$ cat src/rtl/tea_frame_loader_if.sv
// UART byte handshake and CUT operand/result bus between the frame loader and its environment.
interface tea_frame_loader_if;
  logic [7:0]  rx_data;
  logic        rx_ready;
  logic        tx_ready;
  logic        tx_start;
  logic [7:0]  tx_data;
  logic        cut_clk;
  logic        cut_nrst;
  logic [31:0] cut_v0_in;
  logic [31:0] cut_v1_in;
  logic [31:0] cut_k0;
  logic [31:0] cut_k1;
  logic [31:0] cut_k2;
  logic [31:0] cut_k3;
  logic [31:0] cut_v0_out;
  logic [31:0] cut_v1_out;
  logic        busy;

  // Loader side
  modport master (
    input  rx_data, rx_ready, tx_ready, cut_v0_out, cut_v1_out,
    output tx_start, tx_data, cut_clk, cut_nrst,
           cut_v0_in, cut_v1_in, cut_k0, cut_k1, cut_k2, cut_k3, busy
  );

  // UART / CUT side
  modport slave (
    output rx_data, rx_ready, tx_ready, cut_v0_out, cut_v1_out,
    input  tx_start, tx_data, cut_clk, cut_nrst,
           cut_v0_in, cut_v1_in, cut_k0, cut_k1, cut_k2, cut_k3, busy
  );
endinterface

$ cat src/rtl/tea_frame_loader.sv
// Framed command front-end for the TEA tester: receives a 26-byte command,
// loads the CUT, sequences its reset/clock, captures the result and sends
// a 10-byte response (or a single 0xEE on checksum error).
module tea_frame_loader #(
  parameter int unsigned CUT_HALF   = 2,
  parameter int unsigned RUN_EDGES  = 33,
  parameter int unsigned RX_TIMEOUT = 1000000
) (
  input  logic              clk,
  input  logic              rst,
  tea_frame_loader_if.master bus
);

  localparam int unsigned HALF_W     = (CUT_HALF > 1) ? $clog2(CUT_HALF) : 1;
  localparam int unsigned EDGE_TOTAL = RUN_EDGES + 2;
  localparam int unsigned EDGE_W     = $clog2(EDGE_TOTAL + 1);
  localparam int unsigned TMO_W      = (RX_TIMEOUT > 1) ? $clog2(RX_TIMEOUT) : 1;
  localparam int unsigned STAGE_W    = 192;
  localparam int unsigned CNT_W      = 5;
  localparam int unsigned IDX_W      = 4;

  typedef enum logic [2:0] {
    IDLE, RECV, CHECK, CUTRST, RUN, CAP, SEND, ERR
  } state_t;

  state_t               state_q, state_d;
  logic [CNT_W-1:0]     byte_cnt_q, byte_cnt_d;
  logic [7:0]           chk_q, chk_d;
  logic [STAGE_W-1:0]   stage_q, stage_d;
  logic [STAGE_W-1:0]   ops_q, ops_d;
  logic [TMO_W-1:0]     timer_q, timer_d;
  logic [HALF_W-1:0]    half_cnt_q, half_cnt_d;
  logic [EDGE_W-1:0]    edge_cnt_q, edge_cnt_d;
  logic [63:0]          result_q, result_d;
  logic [IDX_W-1:0]     tx_idx_q, tx_idx_d;
  logic                 tx_wait_q, tx_wait_d;
  logic                 tx_low_q, tx_low_d;
  logic                 tx_start_q, tx_start_d;
  logic [7:0]           tx_data_q, tx_data_d;
  logic                 cut_clk_q, cut_clk_d;
  logic                 cut_nrst_q, cut_nrst_d;
  logic                 busy_q, busy_d;

  logic                 half_end;
  logic [7:0]           tx_byte;
  logic [IDX_W-1:0]     tx_last;

  assign half_end = (half_cnt_q == HALF_W'(CUT_HALF - 1));
  assign tx_last  = (state_q == ERR) ? IDX_W'(0) : IDX_W'(9);

  // Byte to launch next: error code, or header / result bytes MSB first / status
  always_comb begin
    tx_byte = 8'h00;
    if (state_q == ERR) begin
      tx_byte = 8'hEE;
    end else begin
      case (tx_idx_q)
        4'd0:    tx_byte = 8'h5A;
        4'd1:    tx_byte = result_q[63:56];
        4'd2:    tx_byte = result_q[55:48];
        4'd3:    tx_byte = result_q[47:40];
        4'd4:    tx_byte = result_q[39:32];
        4'd5:    tx_byte = result_q[31:24];
        4'd6:    tx_byte = result_q[23:16];
        4'd7:    tx_byte = result_q[15:8];
        4'd8:    tx_byte = result_q[7:0];
        default: tx_byte = 8'h00;
      endcase
    end
  end

  // Next-state and datapath updates for the whole frame sequence
  always_comb begin
    state_d    = state_q;
    byte_cnt_d = byte_cnt_q;
    chk_d      = chk_q;
    stage_d    = stage_q;
    ops_d      = ops_q;
    timer_d    = timer_q;
    half_cnt_d = half_cnt_q;
    edge_cnt_d = edge_cnt_q;
    result_d   = result_q;
    tx_idx_d   = tx_idx_q;
    tx_wait_d  = tx_wait_q;
    tx_low_d   = tx_low_q;
    tx_start_d = 1'b0;
    tx_data_d  = tx_data_q;
    cut_clk_d  = cut_clk_q;
    cut_nrst_d = cut_nrst_q;

    case (state_q)
      IDLE: begin
        if (bus.rx_ready && (bus.rx_data == 8'hA5)) begin
          state_d    = RECV;
          byte_cnt_d = '0;
          chk_d      = '0;
          timer_d    = '0;
        end
      end

      RECV: begin
        if (bus.rx_ready) begin
          // CK is folded into the checksum too, so a good frame leaves zero
          timer_d    = '0;
          byte_cnt_d = byte_cnt_q + CNT_W'(1);
          chk_d      = chk_q ^ bus.rx_data;
          if (byte_cnt_q == CNT_W'(24)) begin
            state_d = CHECK;
          end else begin
            stage_d = {stage_q[STAGE_W-9:0], bus.rx_data};
          end
        end else if (timer_q == TMO_W'(RX_TIMEOUT - 1)) begin
          state_d = IDLE;
        end else begin
          timer_d = timer_q + TMO_W'(1);
        end
      end

      CHECK: begin
        if (chk_q == 8'h00) begin
          ops_d      = stage_q;
          cut_nrst_d = 1'b0;
          cut_clk_d  = 1'b0;
          half_cnt_d = '0;
          edge_cnt_d = '0;
          state_d    = CUTRST;
        end else begin
          tx_idx_d  = '0;
          tx_wait_d = 1'b0;
          tx_low_d  = 1'b0;
          state_d   = ERR;
        end
      end

      CUTRST, RUN: begin
        // edge_cnt counts every rising cut_clk edge, the reset ones included
        if (half_end) begin
          half_cnt_d = '0;
          if (cut_clk_q) begin
            cut_clk_d = 1'b0;
            if ((state_q == CUTRST) && (edge_cnt_q == EDGE_W'(2))) begin
              cut_nrst_d = 1'b1;
              state_d    = RUN;
            end
          end else if ((state_q == RUN) && (edge_cnt_q == EDGE_W'(EDGE_TOTAL))) begin
            state_d = CAP;
          end else begin
            cut_clk_d  = 1'b1;
            edge_cnt_d = edge_cnt_q + EDGE_W'(1);
          end
        end else begin
          half_cnt_d = half_cnt_q + HALF_W'(1);
        end
      end

      CAP: begin
        result_d  = {bus.cut_v0_out, bus.cut_v1_out};
        tx_idx_d  = '0;
        tx_wait_d = 1'b0;
        tx_low_d  = 1'b0;
        state_d   = SEND;
      end

      SEND, ERR: begin
        // Launch on tx_ready, then require ready low followed by high
        if (!tx_wait_q) begin
          if (bus.tx_ready) begin
            tx_start_d = 1'b1;
            tx_data_d  = tx_byte;
            tx_wait_d  = 1'b1;
            tx_low_d   = 1'b0;
          end
        end else if (!bus.tx_ready) begin
          tx_low_d = 1'b1;
        end else if (tx_low_q) begin
          tx_wait_d = 1'b0;
          if (tx_idx_q == tx_last) begin
            state_d = IDLE;
          end else begin
            tx_idx_d = tx_idx_q + IDX_W'(1);
          end
        end
      end

      default: state_d = IDLE;
    endcase

    busy_d = (state_d != IDLE);
  end

  // State and datapath registers with synchronous reset
  always_ff @(posedge clk) begin
    if (rst) begin
      state_q    <= IDLE;
      byte_cnt_q <= '0;
      chk_q      <= '0;
      stage_q    <= '0;
      ops_q      <= '0;
      timer_q    <= '0;
      half_cnt_q <= '0;
      edge_cnt_q <= '0;
      result_q   <= '0;
      tx_idx_q   <= '0;
      tx_wait_q  <= 1'b0;
      tx_low_q   <= 1'b0;
      tx_start_q <= 1'b0;
      tx_data_q  <= '0;
      cut_clk_q  <= 1'b0;
      cut_nrst_q <= 1'b0;
      busy_q     <= 1'b0;
    end else begin
      state_q    <= state_d;
      byte_cnt_q <= byte_cnt_d;
      chk_q      <= chk_d;
      stage_q    <= stage_d;
      ops_q      <= ops_d;
      timer_q    <= timer_d;
      half_cnt_q <= half_cnt_d;
      edge_cnt_q <= edge_cnt_d;
      result_q   <= result_d;
      tx_idx_q   <= tx_idx_d;
      tx_wait_q  <= tx_wait_d;
      tx_low_q   <= tx_low_d;
      tx_start_q <= tx_start_d;
      tx_data_q  <= tx_data_d;
      cut_clk_q  <= cut_clk_d;
      cut_nrst_q <= cut_nrst_d;
      busy_q     <= busy_d;
    end
  end

  assign bus.tx_start  = tx_start_q;
  assign bus.tx_data   = tx_data_q;
  assign bus.cut_clk   = cut_clk_q;
  assign bus.cut_nrst  = cut_nrst_q;
  assign bus.cut_v0_in = ops_q[191:160];
  assign bus.cut_v1_in = ops_q[159:128];
  assign bus.cut_k0    = ops_q[127:96];
  assign bus.cut_k1    = ops_q[95:64];
  assign bus.cut_k2    = ops_q[63:32];
  assign bus.cut_k3    = ops_q[31:0];
  assign bus.busy      = busy_q;

endmodule
$ cat src/flat_wrapper.sv
// flat-port wrapper written by rule: the top's interface ports become plain ports
module tea_frame_loader_flat 
#(
  parameter int unsigned CUT_HALF   = 2,
  parameter int unsigned RUN_EDGES  = 33,
  parameter int unsigned RX_TIMEOUT = 1000000
)
  (clk, rst, bus_rx_data, bus_rx_ready, bus_tx_ready, bus_cut_v0_out, bus_cut_v1_out, bus_tx_start, bus_tx_data, bus_cut_clk, bus_cut_nrst, bus_cut_v0_in, bus_cut_v1_in, bus_cut_k0, bus_cut_k1, bus_cut_k2, bus_cut_k3, bus_busy);
  tea_frame_loader_if bus_i ();
  input  logic clk;
  input  logic rst;
  input wire logic [$bits(bus_i.rx_data)-1:0] bus_rx_data;
  input wire logic [$bits(bus_i.rx_ready)-1:0] bus_rx_ready;
  input wire logic [$bits(bus_i.tx_ready)-1:0] bus_tx_ready;
  input wire logic [$bits(bus_i.cut_v0_out)-1:0] bus_cut_v0_out;
  input wire logic [$bits(bus_i.cut_v1_out)-1:0] bus_cut_v1_out;
  output wire logic [$bits(bus_i.tx_start)-1:0] bus_tx_start;
  output wire logic [$bits(bus_i.tx_data)-1:0] bus_tx_data;
  output wire logic [$bits(bus_i.cut_clk)-1:0] bus_cut_clk;
  output wire logic [$bits(bus_i.cut_nrst)-1:0] bus_cut_nrst;
  output wire logic [$bits(bus_i.cut_v0_in)-1:0] bus_cut_v0_in;
  output wire logic [$bits(bus_i.cut_v1_in)-1:0] bus_cut_v1_in;
  output wire logic [$bits(bus_i.cut_k0)-1:0] bus_cut_k0;
  output wire logic [$bits(bus_i.cut_k1)-1:0] bus_cut_k1;
  output wire logic [$bits(bus_i.cut_k2)-1:0] bus_cut_k2;
  output wire logic [$bits(bus_i.cut_k3)-1:0] bus_cut_k3;
  output wire logic [$bits(bus_i.busy)-1:0] bus_busy;
  assign bus_i.rx_data = bus_rx_data;
  assign bus_i.rx_ready = bus_rx_ready;
  assign bus_i.tx_ready = bus_tx_ready;
  assign bus_i.cut_v0_out = bus_cut_v0_out;
  assign bus_i.cut_v1_out = bus_cut_v1_out;
  assign bus_tx_start = bus_i.tx_start;
  assign bus_tx_data = bus_i.tx_data;
  assign bus_cut_clk = bus_i.cut_clk;
  assign bus_cut_nrst = bus_i.cut_nrst;
  assign bus_cut_v0_in = bus_i.cut_v0_in;
  assign bus_cut_v1_in = bus_i.cut_v1_in;
  assign bus_cut_k0 = bus_i.cut_k0;
  assign bus_cut_k1 = bus_i.cut_k1;
  assign bus_cut_k2 = bus_i.cut_k2;
  assign bus_cut_k3 = bus_i.cut_k3;
  assign bus_busy = bus_i.busy;
  tea_frame_loader #(.CUT_HALF(CUT_HALF), .RUN_EDGES(RUN_EDGES), .RX_TIMEOUT(RX_TIMEOUT)) u_core (.clk(clk), .rst(rst), .bus(bus_i));
endmodule
$ cat config.mk
export PLATFORM = sky130hd
export DESIGN_NAME = tea_frame_loader_flat
export DESIGN_NICKNAME = d
export VERILOG_FILES = /design/src/rtl/tea_frame_loader_if.sv /design/src/rtl/tea_frame_loader.sv /design/src/flat_wrapper.sv
export SDC_FILE = /design/constraint.sdc
export NUM_CORES = 1
export LEC_CHECK = 0
export ABC_AREA = 1
export ABC_CLOCK_PERIOD_IN_PS = 1810
export CORE_ASPECT_RATIO = 0.75
export CORE_MARGIN = 2
export CORE_UTILIZATION = 45
export CTS_CLUSTER_SIZE = 40
export DETAILED_ROUTE_END_ITERATION = 8
export GPL_TIMING_DRIVEN = 0
export PLACE_DENSITY_LB_ADDON = 0.2
export SLEW_MARGIN = 20
export SYNTH_ARGS = -nofsm -noshare
export SYNTH_HDL_FRONTEND = slang
export SYNTH_SLANG_ARGS = --single-unit
export TNS_END_PERCENT = 30
$ cat constraint.sdc
create_clock -name clk -period 1.81 [get_ports clk]
set_input_delay 0.362 -clock clk [delete_from_list [all_inputs] [get_ports clk]]
set_output_delay 0.362 -clock clk [all_outputs]
set_load 0.02 [all_outputs]
Word-level counts from Yosys, hierarchy flattened
Index checks and enable logic that the tools add are counted.

Input port bits: 76. Logic and storage cells: 147. Output and inout port bits: 204. Bits in registers: 509.

Bitwise operators: 4. Equality and inequality tests: 37. Reduce and logical (&&, ||, !) cells: 25. Mux-type cells: 59. Add/sub/neg operators: 5.

Operators with widths (count): $pmux W8 S9 (1); $mux W20 (3); $pmux W20 S2 (1); $mux W3 (13); $mux W4 (6); $mux W6 (4); $mux W8 (3); $add A20 B1 Y20 const B (1); $eq A20 B20 Y1 const B (1); $pmux W3 S6 (1); $eq A4 B3 Y1 const B (4); $mux W1 (16); $pmux W8 S2 (1); $reduce_and A3 Y1 (5); $ne A2 B1 Y1 const B (7); $eq A3 B3 Y1 const B (4); $ne A2 B2 Y1 const B (6); $pmux W4 S3 (1); $pmux W6 S2 (1); $mux W5 (2); $pmux W5 S2 (1); $reduce_and A5 Y1 (2); $eq A4 B2 Y1 const B (2); $eq A8 B8 Y1 const B (1); 29 further kinds (43).

Logic depth before layout (Yosys ltp)
Gate-level depths: netlist of the first run.

Depth after elaboration: 9. Gate-level depth with buffers: 12. Mapped depth without buffers: 12.

Worst setup path before layout of the first run
No wires, ideal clock.

Kind: reg2reg. Start point: register u_core.timer_q[0]. End point: register u_core.timer_q[14]. Setup time: 70 ps. Path buffers: 1. Data arrival time: 1602 ps. Cell stages (with the launch flop): 13. Path slack: 138 ps. Period minus slack after synthesis: 1672 ps. Data required time: 1740 ps. Cell sequence: dfxtp_1 > ha_1 > nand2_1 > nor2_1 > nand2_1 > inv_2 > nand3_1 > nand2_1 > nand2_4 > inv_2 > buf_6 > nand2_1 > a21oi_1.

Cells in the longest elaborated chain, start to end: 4. Elaborated cells on any way between the ends: 7. Those cells by class: add/sub: 1; eq/ne: 2; mux: 3; reduce/logical: 1.

RTL lines: start: declaration (RTL line tea_frame_loader.sv:31) `logic [TMO_W-1:0] timer_q, timer_d;`; start signal: assignment (RTL line tea_frame_loader.sv:217) `timer_q <= timer_d;`; $add A20 B1 Y20 (RTL line tea_frame_loader.sv:115) `timer_d = timer_q + TMO_W'(1);`; $mux W20 (RTL line tea_frame_loader.sv:112) `end else if (timer_q == TMO_W'(RX_TIMEOUT - 1)) begin`; $mux W20 (RTL line tea_frame_loader.sv:102) `if (bus.rx_ready) begin`; $pmux W20 S2 (RTL line tea_frame_loader.sv:91) `case (state_q)`.

Several ways; a longest one is shown, not always the timed one. The select of a mux whose other input is x is not followed. A chain may end at the register's enable or synchronous reset.

Worst setup path in the final report of the first run
Start point: register u_core.state_q[1]. End point: register u_core.timer_q[10].

Cells in the longest elaborated chain, start to end: 3. Elaborated cells on any way between the ends: 7. Those cells by class: eq/ne: 3; mux: 1; reduce/logical: 3.

RTL lines: start: declaration (RTL line tea_frame_loader.sv:26) `state_t state_q, state_d;`; start signal: assignment (RTL line tea_frame_loader.sv:212) `state_q <= state_d;`; $eq A3 B1 Y1 / $logic_not A3 Y1 (equally long branches) (RTL line tea_frame_loader.sv:91); $ne A3 B3 Y1 (no line) (tied with other cells); $reduce_and A3 Y1 (no line).

Several ways; a longest one is shown, not always the timed one.

==> metrics.md, run 1 <==
| Metric | Value |
|---|---|
| Outcome | completed |
| Hold endpoint | u_core.bus.tx_data[1] |
| Worst path arrival time | 2.25 ns |
| Register area share after synthesis | 53.2% |
| Share of cells above drive strength 1 | 9.32% |
| Pre-Repair DR Iteration Count | 5 |
| Class of the worst hold path | input port to flop |
| Hold wc startpoint | rst |
| Clk slew on worst S/H paths | 0.06 ns |
| Mean post-synth cell area | 7.43 um^2 |
| Grt total ovfl | 0 |
| Unrepaired setup endpoints after global routing | true |
| Avg WL per Cell | 16.1 um |
| HPWL Detailed | 41,500 um |
| Post-Place Cell Area | 22,700 um^2 |
| Syn Inst Count | 2,580 |
| Initial antenna violation count | 1 |
| Clock insertion delay at the later pin of the skew report | 0.57 ns |
| Crit Path Class | flop to flop |
| Vias in the first global route | 17,000 |
| Die H | 183 um |
| Met3 wire length | 4170 um |
| Final Hold Viols | 0 |
| Placer Congestion | 0.915 |
| CP startpoint kind | flop |
| Commonest non-fill, non-tap cells in the layout | nor2_1 (930), dfxtp_1 (499), o21ai_0 (396) |
| Design area | 24,800 um^2 |
| Routed length on met1 | 26,700 um |
| Met2 wire length | 24,600 um |
| Final period util | 99.0% |
| Post-DRT Antenna Nets | 0 |
| R2r worst-path depth | 10 |
| Max Cap Viol | 0 |
| Buffers on Ports | 278 |
| CTS H-tree lvls | 2 |
| Worst reg2reg endpoint | u_core.timer_q[10] |
| Num ports | 280 |
| Tmin final | 1.79 ns |
| Core Rows | 65 |
| Post-CTS Hold Buffers | 0 |
| Setup-failing EPs final | 0 |
| Post-synthesis cell area | 19,200 um^2 |
| Rel. slew slack | 36.3% |
| DR vias | 18,200 |
| All-layer global routing usage | 24.9% |
| RR Startpoint | u_core.state_q[1] |
| Top Metal Used | met4 |
| Iteration-0 DRC Markers | 1,622 |
| Largest net degree at the start of global routing | 15 |
| Layout Nets | 3,016 |
| Yosys warnings | 0 |
| Die Area | 44,300 um^2 |
| Clock buffer depth | 3 |
| Crit path max fanout | 6 |
| Maximum vdd drop | 738 uV |
| Leak | 10.3 nW |
| Initial Util | 45.6% |
| Yosys reg bits | 509 |
| Min-Delay Path Depth | 4 |
| Final Core Density | 59.1% |
| Power per cell area | 933 nW/um^2 |
| Final Power | 23.2 mW |
| Remaining DRCs | 0 |
| CTS tree | built |
| CP Data Required Time | 2.27 ns |
| First-pass GRT wire length | 89,200 um |
| CP endpoint kind | flop |
| Final WL | 57,200 um |
| Synth unique cells | 39 |
| Syn nets | 2,665 |
| Vias per Instance | 5.13 |
| Root Buffer | clkbuf_16 |
| Final Max Tran Viols | 0 |
| Floorplan Core Area | 42,000 um^2 |
| Horiz. Die Dim | 242 um |
| Worst-margin pin slew | 0.956 ns |
| TNS Setup | 0 ns |
| Register-to-register setup slack | 0.02 ns |
| Clock skew | 0.0183 ns |
| Clock sink count | 509 |
| Area delta synth->final | 29.6% |
| Fillers | 3,861 |
| Maximum clock frequency | 558 MHz |
| Most common cell after layout, fill and taps aside | nor2_1 |
| Total CTS buffers | 50 |
-- per-layer routing --
metal | track usage [%] | vias up
met2 | 38.2 | 598
met1 | 35.3 | 8464
met5 | 0 | -
li1 | - | 9030
met3 | 4.73 | 95
met4 | 8.02 | 0
-- metrics by stage --
step	setup WS, ns	hold WS [ns]	instances
5_1_grt	-0.0969	0.262	3542
4_1_cts	-0.00616	0.226	3523
2_1_floorplan	0.138	0.425	2580
6_report	0.0181	0.236	3546
3_5_place_dp	-0.686	0.446	3427
3_3_place_gp	-0.685	0.442	3427
-- Yosys cell counts --
cell type  number  area, um^2
nor2_1        948        3560
dfxtp_1       509       10200
o21ai_0       462        2310
nand2_1       182         683
clkbuf_1      108         405
inv_1          92         345
a21oi_1        72         360
nand3_1        54         270
buf_2          33         165
nand4_1        27         169
nor3_1         14        70.1
buf_4          12        90.1
ha_1            9         113
inv_2           9        33.8
xor2_1          6        52.6
nand2_2         3        18.8
nor2_2          3        18.8
nor2_4          3        33.8
o21bai_1        3        22.5
o22ai_1         3        18.8
xnor2_1         3        26.3
a22o_1          2        17.5
buf_6           2        22.5
clkinv_1        2        7.51
o2111ai_1       2        17.5
o211ai_1        2        15.0
o21ai_1         2        10.0
or2_2           2        12.5
a21oi_4         1        16.3
a221oi_1        1        8.76
a31oi_1         1        6.26
clkbuf_4        1        7.51
nand2_4         1        11.3
nand3_2         1        10.0
nand3_4         1        17.5
nand3b_1        1        7.51
nor4_1          1        6.26
o21a_1          1        7.51
o21ai_2         1        8.76
-- cell type report --
type / count / area, um^2 / area share [%]
buffer: 156 / 875 / 3.52
clock buffer: 71 / 1480 / 5.96
clock inverter: 22 / 315 / 1.27
antenna: 5 / 12.5 / 0.0504
timing repair buffer: 298 / 2710 / 10.9
multi-input combinational: 1813 / 8130 / 32.7
inverter: 103 / 402 / 1.62
sequential: 509 / 10200 / 41.1
tap: 569 / 712 / 2.87
-- worst max path at each step --
stage,start,to,slack [ns],cells past startpoint
6_report,u_core.state_q[1],u_core.timer_q[10],0.02,10
5_1_grt,u_core.state_q[2],u_core.tx_idx_q[0],-0.1,11
4_1_cts,u_core.tx_idx_q[2],u_core.bus.tx_data[0],-0.006,10
3_5_place_dp,bus_rx_ready,u_core.stage_q[190],-0.69,10
3_3_place_gp,u_core.tx_idx_q[0],u_core.bus.tx_data[4],-0.68,10
2_1_floorplan,u_core.timer_q[0],u_core.timer_q[14],0.14,12
-- cells by family (layout without fill, tap and decap cells) --
family,Yosys count,after routing,synth area share (%)
and+or+nand+nor,1241,1242,25.5
AOI/OAI and AO/OA,553,553,14.7
DFF,509,509,53.2
buffers and inverters,259,650,5.62
adders and majority gates,9,9,0.588
xor gates and xnor gates,9,9,0.411
other,0,5,0
-- flip-flops by register name (all words and copies together) (netlist names), 3 cells and up --
name	count
u_core.tx_idx_q	4
u_core.state_q	3
u_core.ops_q	192
u_core.stage_q	192
u_core.byte_cnt_q	5
u_core.edge_cnt_q	6
u_core.timer_q	20
u_core.bus.tx_data	8
u_core.result_q	64
u_core.chk_q	8
-- report_power, final --
group | switching (mW) | total, mW | internal [mW]
combinational | 0.421 | 0.710 | 0.290
sequential | 0.0175 | 11.2 | 11.2
clock | 4.52 | 11.2 | 6.72
-- critical path, cell delays in order, from the launching register on --
cell and delay [ns]:
dfxtp_2 0.36, inv_2 0.14, nand3_4 0.11, buf_4 0.15, inv_1 0.24, nand2_4 0.11, buf_4 0.16, nand2_2 0.13
nand2_1 0.08, o21ai_0 0.15, nor2_1 0.05
-- timing repair --
item,in CTS,in global routing
setup endpoints to repair,678,436
setup buffers,3,16
resized for setup,297,156
pin swaps,3,14
gates cloned,0,2
Note: power is estimated with default switching activity, not from simulation.
==> inputs of run 2 (changes only) <==
SLEW_MARGIN = not set   (was 20)
==> metrics.md, run 2 (synthesis results as in run 1) <==
| Metric | Value |
|---|---|
| Outcome | completed |
| Floorplan Core Area | 42,000 um^2 (unchanged) |
| Setup-failing EPs final | 0 (unchanged) |
| Hold WS | 0.252 ns (+0.0160 ns) |
| Final WL | 56,800 um (-0.62%) |
| Total CTS buffers | 49 (-2.0%) |
| Pre-CTS setup slack | -0.673 ns (+0.0125 ns) |
| Register-to-register setup slack | 0.01 ns (about the same) |
| Tmin final | 1.80 ns (+0.00797 ns) |
| Clock buffer depth | 3 (unchanged) |
| Post-DRT Antenna Nets | 0 (unchanged) |
| Leak | 10.2 nW (-1.0%) |
| Initial antenna violation count | 2 (+1) |
| Final Power | 22.3 mW (-3.7%) |
| Worst setup path endpoint | u_core.bus.tx_data[5] |
| Rel. slew slack | 41.7% (+5.4 points) |
| Die H | 183 um (unchanged) |
| Avg WL per Cell | 16.1 um (-0.37%) |
| CTS tree | built |
| Clock skew | 0.0117 ns (-0.00657 ns) |
| Iteration-0 DRC Markers | 1,466 (-9.6%) |
| Fillers | 3,914 (+1.4%) |
| Vias in the first global route | 17,000 (+0.071%) |
| Power per cell area | 906 nW/um^2 (-2.9%) |
| Worst reg2reg endpoint | u_core.bus.tx_data[5] |
| Grt total ovfl | 0 (unchanged) |
| Pre-Repair DR Iteration Count | 6 (+1) |
| Largest regs | u_core.ops_q (192), u_core.stage_q (192), u_core.result_q (64) |
| Maximum clock frequency | 556 MHz (-0.44%) |
| CP endpoint kind | flop |
| First-pass GRT wire length | 89,400 um (+0.17%) |
| Layout Nets | 3,011 (-0.17%) |
| Class of the worst hold path | input port to flop |
| Buffers on Ports | 278 (unchanged) |
| HPWL Detailed | 41,500 um (about the same) |
| Most common cell after layout, fill and taps aside | nor2_1 |
| Placer Congestion | 0.915 (unchanged) |
| Vias per Instance | 5.11 (-0.38%) |
| Unrepaired setup endpoints after global routing | true |
| Core Rows | 65 (unchanged) |
| R2r worst-path depth | 7 (-3) |
| CP startpoint | u_core.state_q[2] |
| Max Cap Viol | 0 (unchanged) |
| Die Area | 44,300 um^2 (unchanged) |
| CTS H-tree lvls | 2 (unchanged) |
| Final period util | 99.4% (+0.44 points) |
| Final Hold Viols | 0 (unchanged) |
| Remaining DRCs | 0 (unchanged) |
| DR vias | 18,100 (-0.64%) |
| Root Buffer | clkbuf_16 |
| Largest net degree at the start of global routing | 15 (unchanged) |
| RR Startpoint | u_core.state_q[2] |
| Post-CTS Hold Buffers | 0 (unchanged) |
| Worst-margin pin slew | 0.875 ns (-0.0814 ns) |
| Final Max Tran Viols | 0 (unchanged) |
| Clk slew on worst S/H paths | 0.06 ns (about the same) |
| Crit Path Class | flop to flop |
| CP Data Required Time | 2.26 ns (about the same) |
| Num ports | 280 (unchanged) |
| Placed cell count | 3,427 (unchanged) |
| Clock sink count | 509 (unchanged) |
| Worst path arrival time | 2.25 ns (about the same) |
| Area delta synth->final | 28.5% |
| Horiz. Die Dim | 242 um (unchanged) |
| Initial Util | 45.6% (unchanged) |
| Maximum vdd drop | 738 uV (about the same) |
| Crit path max fanout | 7 (+1) |
| Clock insertion delay at the later pin of the skew report | 0.57 ns (about the same) |
| Cell Count, Final, Fillers Out | 3,537 (-0.25%) |
| Share of cells above drive strength 1 | 9.03% (-0.29 points) |
| CP startpoint kind | flop |
| Final setup margin | 0.0101 ns (-0.00797 ns) |
| All-layer global routing usage | 24.9% (+0.053 points) |
| Commonest non-fill, non-tap cells in the layout | nor2_1 (930), dfxtp_1 (499), o21ai_0 (368) |
-- run 2: cell count changes in the layout (fill, tap and decap cells not counted), moves of 4 or more --
cell / delta
o21ai_0: -28
o21ai_1: +27
bufinv_16: -5
diode_2: -4
inv_2: -4
-- run 2: critical path: stages, from the launching register on --
cell and delay, ns:
dfxtp_2 0.43, nand2_1 0.24, nor2_4 0.20, inv_1 0.12, nor2_4 0.23, nand4_1 0.25
o211ai_1 0.16, inv_1 0.06
-- run 2: area by class of cell --
| type | instances | area (um^2) | area share (%) |
|---|---|---|---|
| clock buffer | 71 | 1470 | 5.98 |
| inverter | 103 | 399 | 1.62 |
| timing repair buffer | 296 | 2680 | 10.9 |
| clock inverter | 21 | 175 | 0.711 |
| buffer | 155 | 877 | 3.56 |
| multi-input combinational | 1812 | 8100 | 32.9 |
| antenna | 1 | 2.50 | 0.0102 |
| tap | 569 | 712 | 2.89 |
| sequential | 509 | 10200 | 41.5 |
-- run 2: where the power goes --
group	switching (mW)	internal, mW
Clock	4.43	5.95
Sequential	0.0178	11.2
Combinational	0.422	0.290
Total	4.87	17.5
-- run 2: worst min path at each step --
stage | startpoint | to | slack, ns | cells past startpoint
3_5_place_dp | u_core.bus.cut_nrst | u_core.bus.cut_nrst | 0.45 | 2
6_report | rst | u_core.bus.tx_data[1] | 0.25 | 4
5_1_grt | rst | u_core.bus.tx_data[1] | 0.27 | 4
4_1_cts | rst | u_core.bus.tx_data[1] | 0.23 | 4
2_1_floorplan | u_core.result_q[60] | u_core.result_q[60] | 0.42 | 2
3_3_place_gp | u_core.result_q[44] | u_core.result_q[44] | 0.44 | 2
-- run 2: timing repair --
action / in CTS / in global routing
resized for setup: 314 / 180
setup endpoints to repair: 675 / 410
endpoints found under the hold margin: 0 / 0
pin swaps: 3 / 11
setup buffers: 6 / 12
-- run 2: routing by layer --
metal,vias up,wire length [um],track usage [%]
met5,-,0,0
met1,8368,26800,35.8
li1,9004,-,-
met2,604,24500,38.4
met3,95,3950,4.29
met4,0,1540,7.51
-- run 2: per-stage QoR --
stage                     cell area (um^2)  util [%]  setup TNS, ns
after floorplan                      19200         -              0
after global placement               22700      53.9        -186.04
after global routing                 24600      58.6         -0.451
after CTS                            24300      57.8        -0.0494
final                                24600      58.6              0
after detailed placement             22700      53.9        -202.70
